`config.mk`:
```
export PLATFORM = sky130hd
export DESIGN_NAME = view_angle_ctrl
export DESIGN_NICKNAME = d
export VERILOG_FILES = /design/src/rtl/view_angle_ctrl.sv
export SDC_FILE = /design/constraint.sdc
export NUM_CORES = 1
export LEC_CHECK = 0
export CAP_MARGIN = 20
export CORE_MARGIN = 4
export CORE_UTILIZATION = 55
export CTS_CLUSTER_DIAMETER = 50
export DETAILED_ROUTE_END_ITERATION = 8
export DONT_BUFFER_PORTS = 1
export MAX_ROUTING_LAYER = met4
export PLACE_DENSITY = 0.7
export SYNTH_ARGS = -nofsm -noshare
export SYNTH_HDL_FRONTEND = slang
export SYNTH_SLANG_ARGS = --single-unit
```
`constraint.sdc`:
```
create_clock -name clk -period 4.8 [get_ports clk]
set_clock_uncertainty 0.15 [all_clocks]
set_input_delay 0.72 -clock clk [delete_from_list [all_inputs] [get_ports clk]]
set_output_delay 0.72 -clock clk [all_outputs]
set_load 0.1 [all_outputs]
```
`src/rtl/view_angle_ctrl.sv`:
```
// Camera orientation controller: accumulates yaw/pitch deltas, applies them once
// per frame, waits for the lookat datapath to settle, then publishes the view.
module view_angle_ctrl #(
    parameter int YAW_MOD       = 360,
    parameter int PITCH_MAX     = 89,
    parameter int PITCH_MIN     = -89,
    parameter int SETTLE_CYCLES = 4,
    parameter int YAW_INIT      = 0,
    parameter int PITCH_INIT    = 0
) (
    input  logic               clk,
    input  logic               rst,
    input  logic               in_valid,
    output logic               in_ready,
    input  logic signed [7:0]  in_dyaw,
    input  logic signed [7:0]  in_dpitch,
    input  logic               frame_start,
    output logic signed [15:0] angle_x,
    output logic signed [15:0] angle_y,
    input  logic signed [15:0] rel_x,
    input  logic signed [15:0] rel_y,
    input  logic signed [15:0] rel_z,
    input  logic signed [15:0] rel_h_x,
    input  logic signed [15:0] rel_h_y,
    output logic signed [15:0] view_x,
    output logic signed [15:0] view_y,
    output logic signed [15:0] view_z,
    output logic signed [15:0] view_h_x,
    output logic signed [15:0] view_h_y,
    output logic               view_valid,
    input  logic               view_ready,
    output logic               busy
);

    typedef enum logic [1:0] {
        IDLE,
        APPLY,
        SETTLE,
        PUBLISH
    } state_t;

    state_t state;
    state_t state_nx;

    logic signed [9:0]  pend_yaw;
    logic signed [8:0]  pend_pitch;
    logic               dirty;
    logic [3:0]         cnt;
    logic               accept;

    logic signed [10:0] yaw_acc;
    logic signed [9:0]  yaw_sat;
    logic signed [9:0]  pitch_acc;
    logic signed [8:0]  pitch_sat;

    logic signed [16:0] ys;
    logic signed [16:0] yw;
    logic signed [16:0] ps;
    logic signed [15:0] yaw_nx;
    logic signed [15:0] pitch_nx;

    assign in_ready = (state != APPLY);
    assign busy     = (state != IDLE);
    assign accept   = in_valid & in_ready;

    // Pending deltas saturate silently; any motion beyond the limits is dropped.
    always_comb begin
        yaw_acc = {pend_yaw[9], pend_yaw} + {{3{in_dyaw[7]}}, in_dyaw};
        yaw_sat = yaw_acc[9:0];
        if (yaw_acc > 11'sd359) begin
            yaw_sat = 10'sd359;
        end else if (yaw_acc < -11'sd359) begin
            yaw_sat = -10'sd359;
        end
    end

    always_comb begin
        pitch_acc = {pend_pitch[8], pend_pitch} + {{2{in_dpitch[7]}}, in_dpitch};
        pitch_sat = pitch_acc[8:0];
        if (pitch_acc > 10'sd180) begin
            pitch_sat = 9'sd180;
        end else if (pitch_acc < -10'sd180) begin
            pitch_sat = -9'sd180;
        end
    end

    // Yaw sum lies in -359..718, so a single add or subtract of YAW_MOD wraps it.
    always_comb begin
        ys = {angle_x[15], angle_x} + {{7{pend_yaw[9]}}, pend_yaw};
        yw = ys;
        if (ys >= YAW_MOD) begin
            yw = ys - 17'(YAW_MOD);
        end else if (ys < 0) begin
            yw = ys + 17'(YAW_MOD);
        end
        yaw_nx = yw[15:0];
    end

    always_comb begin
        ps = {angle_y[15], angle_y} + {{8{pend_pitch[8]}}, pend_pitch};
        pitch_nx = ps[15:0];
        if (ps > PITCH_MAX) begin
            pitch_nx = 16'(PITCH_MAX);
        end else if (ps < PITCH_MIN) begin
            pitch_nx = 16'(PITCH_MIN);
        end
    end

    always_comb begin
        state_nx = state;
        unique case (state)
            IDLE: begin
                if (frame_start && dirty) begin
                    state_nx = APPLY;
                end
            end
            APPLY: begin
                state_nx = SETTLE;
            end
            SETTLE: begin
                if (cnt == 4'd0) begin
                    state_nx = PUBLISH;
                end
            end
            PUBLISH: begin
                if (view_valid && view_ready) begin
                    state_nx = IDLE;
                end
            end
            default: begin
                state_nx = IDLE;
            end
        endcase
    end

    always_ff @(posedge clk) begin
        if (rst) begin
            state <= IDLE;
        end else begin
            state <= state_nx;
        end
    end

    always_ff @(posedge clk) begin
        if (rst) begin
            angle_x    <= 16'(YAW_INIT);
            angle_y    <= 16'(PITCH_INIT);
            pend_yaw   <= '0;
            pend_pitch <= '0;
            dirty      <= 1'b1;
            cnt        <= '0;
        end else if (state == APPLY) begin
            angle_x    <= yaw_nx;
            angle_y    <= pitch_nx;
            pend_yaw   <= '0;
            pend_pitch <= '0;
            dirty      <= 1'b0;
            cnt        <= 4'(SETTLE_CYCLES - 1);
        end else begin
            if (accept) begin
                pend_yaw   <= yaw_sat;
                pend_pitch <= pitch_sat;
                dirty      <= 1'b1;
            end
            if (state == SETTLE && cnt != 4'd0) begin
                cnt <= cnt - 4'd1;
            end
        end
    end

    // The datapath is a multicycle path; sample it only once the settle window ends.
    always_ff @(posedge clk) begin
        if (rst) begin
            view_x     <= '0;
            view_y     <= '0;
            view_z     <= '0;
            view_h_x   <= '0;
            view_h_y   <= '0;
            view_valid <= 1'b0;
        end else begin
            if (state == SETTLE && cnt == 4'd0) begin
                view_x     <= rel_x;
                view_y     <= rel_y;
                view_z     <= rel_z;
                view_h_x   <= rel_h_x;
                view_h_y   <= rel_h_y;
                view_valid <= 1'b1;
            end else if (state == PUBLISH && view_ready) begin
                view_valid <= 1'b0;
            end
        end
    end

endmodule

```
==> impl_metrics.csv <==
group,metric,value,unit
clock_network,clk_latency,420,ps
timing,rsz0062_at_grt,"false",
yosys,synth_largest_area_cell,"dfxtp_1",
yosys,synth_fa_ha_area_share,10.35,%
floorplanning,die_h,127.7,um
power_and_ir_drop,ir_worst_vdd,0.4822,mV
placed_design,gp_congestion,0.8826,
yosys,synth_area,7879,um^2
floorplanning,rows,43,
yosys,synth.avg_cell_area,7.926,um^2
setup_path,crit_buf_inv,1,
clock_network,tritoncts,"built",
setup_path,worstPathMaxFanout,6,
grt,grt_pass1_vias,6663,
yosys,synth_xor_area_share,4.987,%
setup_path,worstSetupPathDepth,12,
setup_path,critPathLaunchType,"flop",
setup_path,reg2reg_from,"angle_x[10]$_SDFFE_PP0P_",
floorplanning,die-area,16300,um^2
yosys,synth_area_leaders,"dfxtp_1 35%, nand2_1 11%, ha_1 9.2%",
floorplanning,start_util,56.54,%
setup_path,r2r-end,"angle_x[13]$_SDFFE_PP0P_",
floorplanning,io_pins,216,
yosys,synthFlopType,"dfxtp_1",
yosys,yosysMostFrequentCell,"nand2_1",
finish,final_nets,1171,
yosys,synth_compound_area_share,23.87,%
grt,grt_usage,25.78,%
routing,routed_wl,21110,um
clock_network,cts_resized,0,
min_path,holdPathEnd,"view_x[14]$_SDFFE_PP0P_",
finish,syn2layout_area_growth,11.34,%
timing,fmax,257.0,MHz
setup_path,required,4950,ps
run_status,status,"completed",
routing,ant_nets,0,
placed_design,portBuffers,0,
clock_network,cts_root_buf,"clkbuf_16",
yosys,ys_seq_elements,139,
min_path,min-delay-path-class,"in2reg",
routing,vias,7096,
grt,grt_pass1_wl,33380,um
routing,first_pass_iters,5,
timing,period_share,81.06,%
finish,diodes,0,
power_and_ir_drop,leakagePower,3.615,nW
yosys,synth_top_family_by_area,"compound AO/OA/AOI/OAI gates",
setup_path,r2r_cells,12,
placed_design,numPlacedInstances,1169,
yosys,synth_cells,994,
placed_design,dp_hpwl,15450,um
yosys,synth_edf_count,0,
finish,fin_cells,1201,
yosys,ys_types,77,
clock_network,cts.sinks,139,
setup_path,cp_top_family,"compound AO/OA/AOI/OAI gates",
flow_run,drv_cap,0,
setup_path,slowest_delay,470,ps
routing,wl_per_cell,17.58,um
yosys,ys_seq_area_share,35.32,%
setup_path,cp-end-kind,"flop",
clock_network,hold_buffers,0,
timing,worstMarginPinSlew,1043,ps
clock_network,post_cts_buffers,0,
yosys,synthSimpleGateAreaFrac,21.41,%
timing,slew_viol_final,0,
setup_path,worstPathCellList,"buf_4 > ha_1 > a21oi_1 > o211ai_1 > o31a_1 > a211oi_1 > o2111ai_1 > nor4_4 > nand2_2 > a41o_1 > nand3_1 > o221ai_1",
setup_path,rrSetupSlack,910,ps
finish,drive_above_1_share,9.794,%
setup_path,crit_type,"reg2reg",
yosys,synthArstFlopShare,0,%
floorplanning,die_w,127.7,um
yosys,synth_nets,1157,
power_and_ir_drop,power.density,836.7,nW/um^2
floorplanning,core-area,13930,um^2
setup_path,critPathArrivalTime,4040,ps
timing,setup_viol,0,
routing,drt_iter0_drc,422,
clock_network,cts_htree_levels,4,
timing,finalHoldViolCount,0,
timing,setup_tns,0,ps
grt,grt_overflow,0,
clock_network,clk_pin_slew,70,ps
routing,route.detailed.drc,0,
grt,antenna_found_initial,0,
yosys,ys_warn_count,0,
routing,viasPerCell,5.908,
yosys,yosys-mux-area-fraction,0.7623,%
clock_network,clock_path_buffers,2,
yosys,synthTopCellsByCount,"235 x nand2_1, 139 x dfxtp_1, 123 x a21oi_1",
min_path,hold_start,"rst",
yosys,netlist.area_leader.share,35.32,%
min_path,min_path_cells,1,
grt,grt_max_degree,102,
setup_path,slowest_stage,"nor4_4",
timing,slew_headroom,30.35,%
timing,period_minus_slack,3891,ps
clock_network,cts_made_buffers,17,
placed cells by master (no fill, tap or decap), types with 8 or more instances in the layout:
cell	n
a21o_1	19
nor2_1	61
or2_2	8
inv_1	28
a211oi_1	10
ha_1	58
nor3_1	15
clkbuf_16	17
xor2_1	15
nand2_1	234
xnor2_1	28
nor2b_1	10
a21oi_1	123
buf_4	35
dfxtp_1	139
nand2b_1	10
o21a_1	9
a31oi_1	10
o21ai_0	40
sequential cells by signal, indices dropped and copies added, names as in the netlist:
register and cells:
view_x 16, view_valid 1, view_z 16, view_h_x 16, view_h_y 16, angle_x 16, pend_pitch 9, angle_y 16
cnt 4, dirty 1, state 2, view_y 16, pend_yaw 10
metal layers:
| metal | share of wire [%] | GRT usage [%] | vias to the layer above |
|---|---|---|---|
| met1 | 42 | 31.28 | 3268 |
| met4 | 2.7 | 9.925 | 0 |
| met5 | 0 | - | - |
| li1 | - | - | 3530 |
| met2 | 48 | 41.47 | 247 |
| met3 | 7.6 | 6.500 | 51 |
worst reg2reg max path, cell delays in order (launching register included):
cell	delay (ps)
dfxtp_1	320
buf_4	300
ha_1	380
a21oi_1	400
o211ai_1	170
o31a_1	310
a211oi_1	350
o2111ai_1	250
nor4_4	470
nand2_2	200
a41o_1	290
nand3_1	80
o221ai_1	100
power by group:
part / internal (mW) / switching, mW / total (mW)
clock network: 0.677 / 0.569 / 1.25
registers: 1.42 / 1.06 / 2.49
logic: 1.18 / 2.43 / 3.61
area by class of cell:
class,count,area [um^2]
Sequential cell,139,2783
Timing Repair Buffer,35,262.8
Tap cell,180,225.2
Inverter,29,108.9
Clock buffer,17,425.4
Multi-Input combinational cell,786,4842
Clock inverter,15,125.1
Fill cell,1289,5162
kinds of logic after synthesis:
logic type	Yosys count
xor gates and xnor gates	44
and+or+nand+nor	384
muxes	6
buffers and inverters	69
adders and majority gates	63
AOI/OAI and AO/OA	289
DFF	139
metrics by stage:
step	instance area (um^2)	power [mW]	utilization, %	hold slack [ps]	worst slack, ps
global route	8772	7.766	62.95	194.5	610.3
detailed placement	8222	6.067	59.00	335.1	968.6
global placement	8222	6.030	59.00	336.8	1014
CTS	8772	7.337	62.95	200.7	945.5
finish	8772	7.340	62.95	215.6	909.3
floorplan	7879	5.320	-	292.9	803.3
how the worst max path moves through the flow:
stage	start	endpoint	slack, ps
detailed placement	angle_x[10]$_SDFFE_PP0P_	angle_x[15]$_SDFFE_PP0P_	970
CTS	angle_x[10]$_SDFFE_PP0P_	angle_x[13]$_SDFFE_PP0P_	950
finish	angle_x[10]$_SDFFE_PP0P_	angle_x[13]$_SDFFE_PP0P_	910
global route	pend_yaw[9]$_SDFFE_PP0P_	angle_x[13]$_SDFFE_PP0P_	610
global placement	angle_x[3]$_SDFFE_PP0P_	angle_x[15]$_SDFFE_PP0P_	1010
floorplan	angle_x[10]$_SDFFE_PP0P_	angle_x[15]$_SDFFE_PP0P_	800
Power figures use the tool's default switching activity.
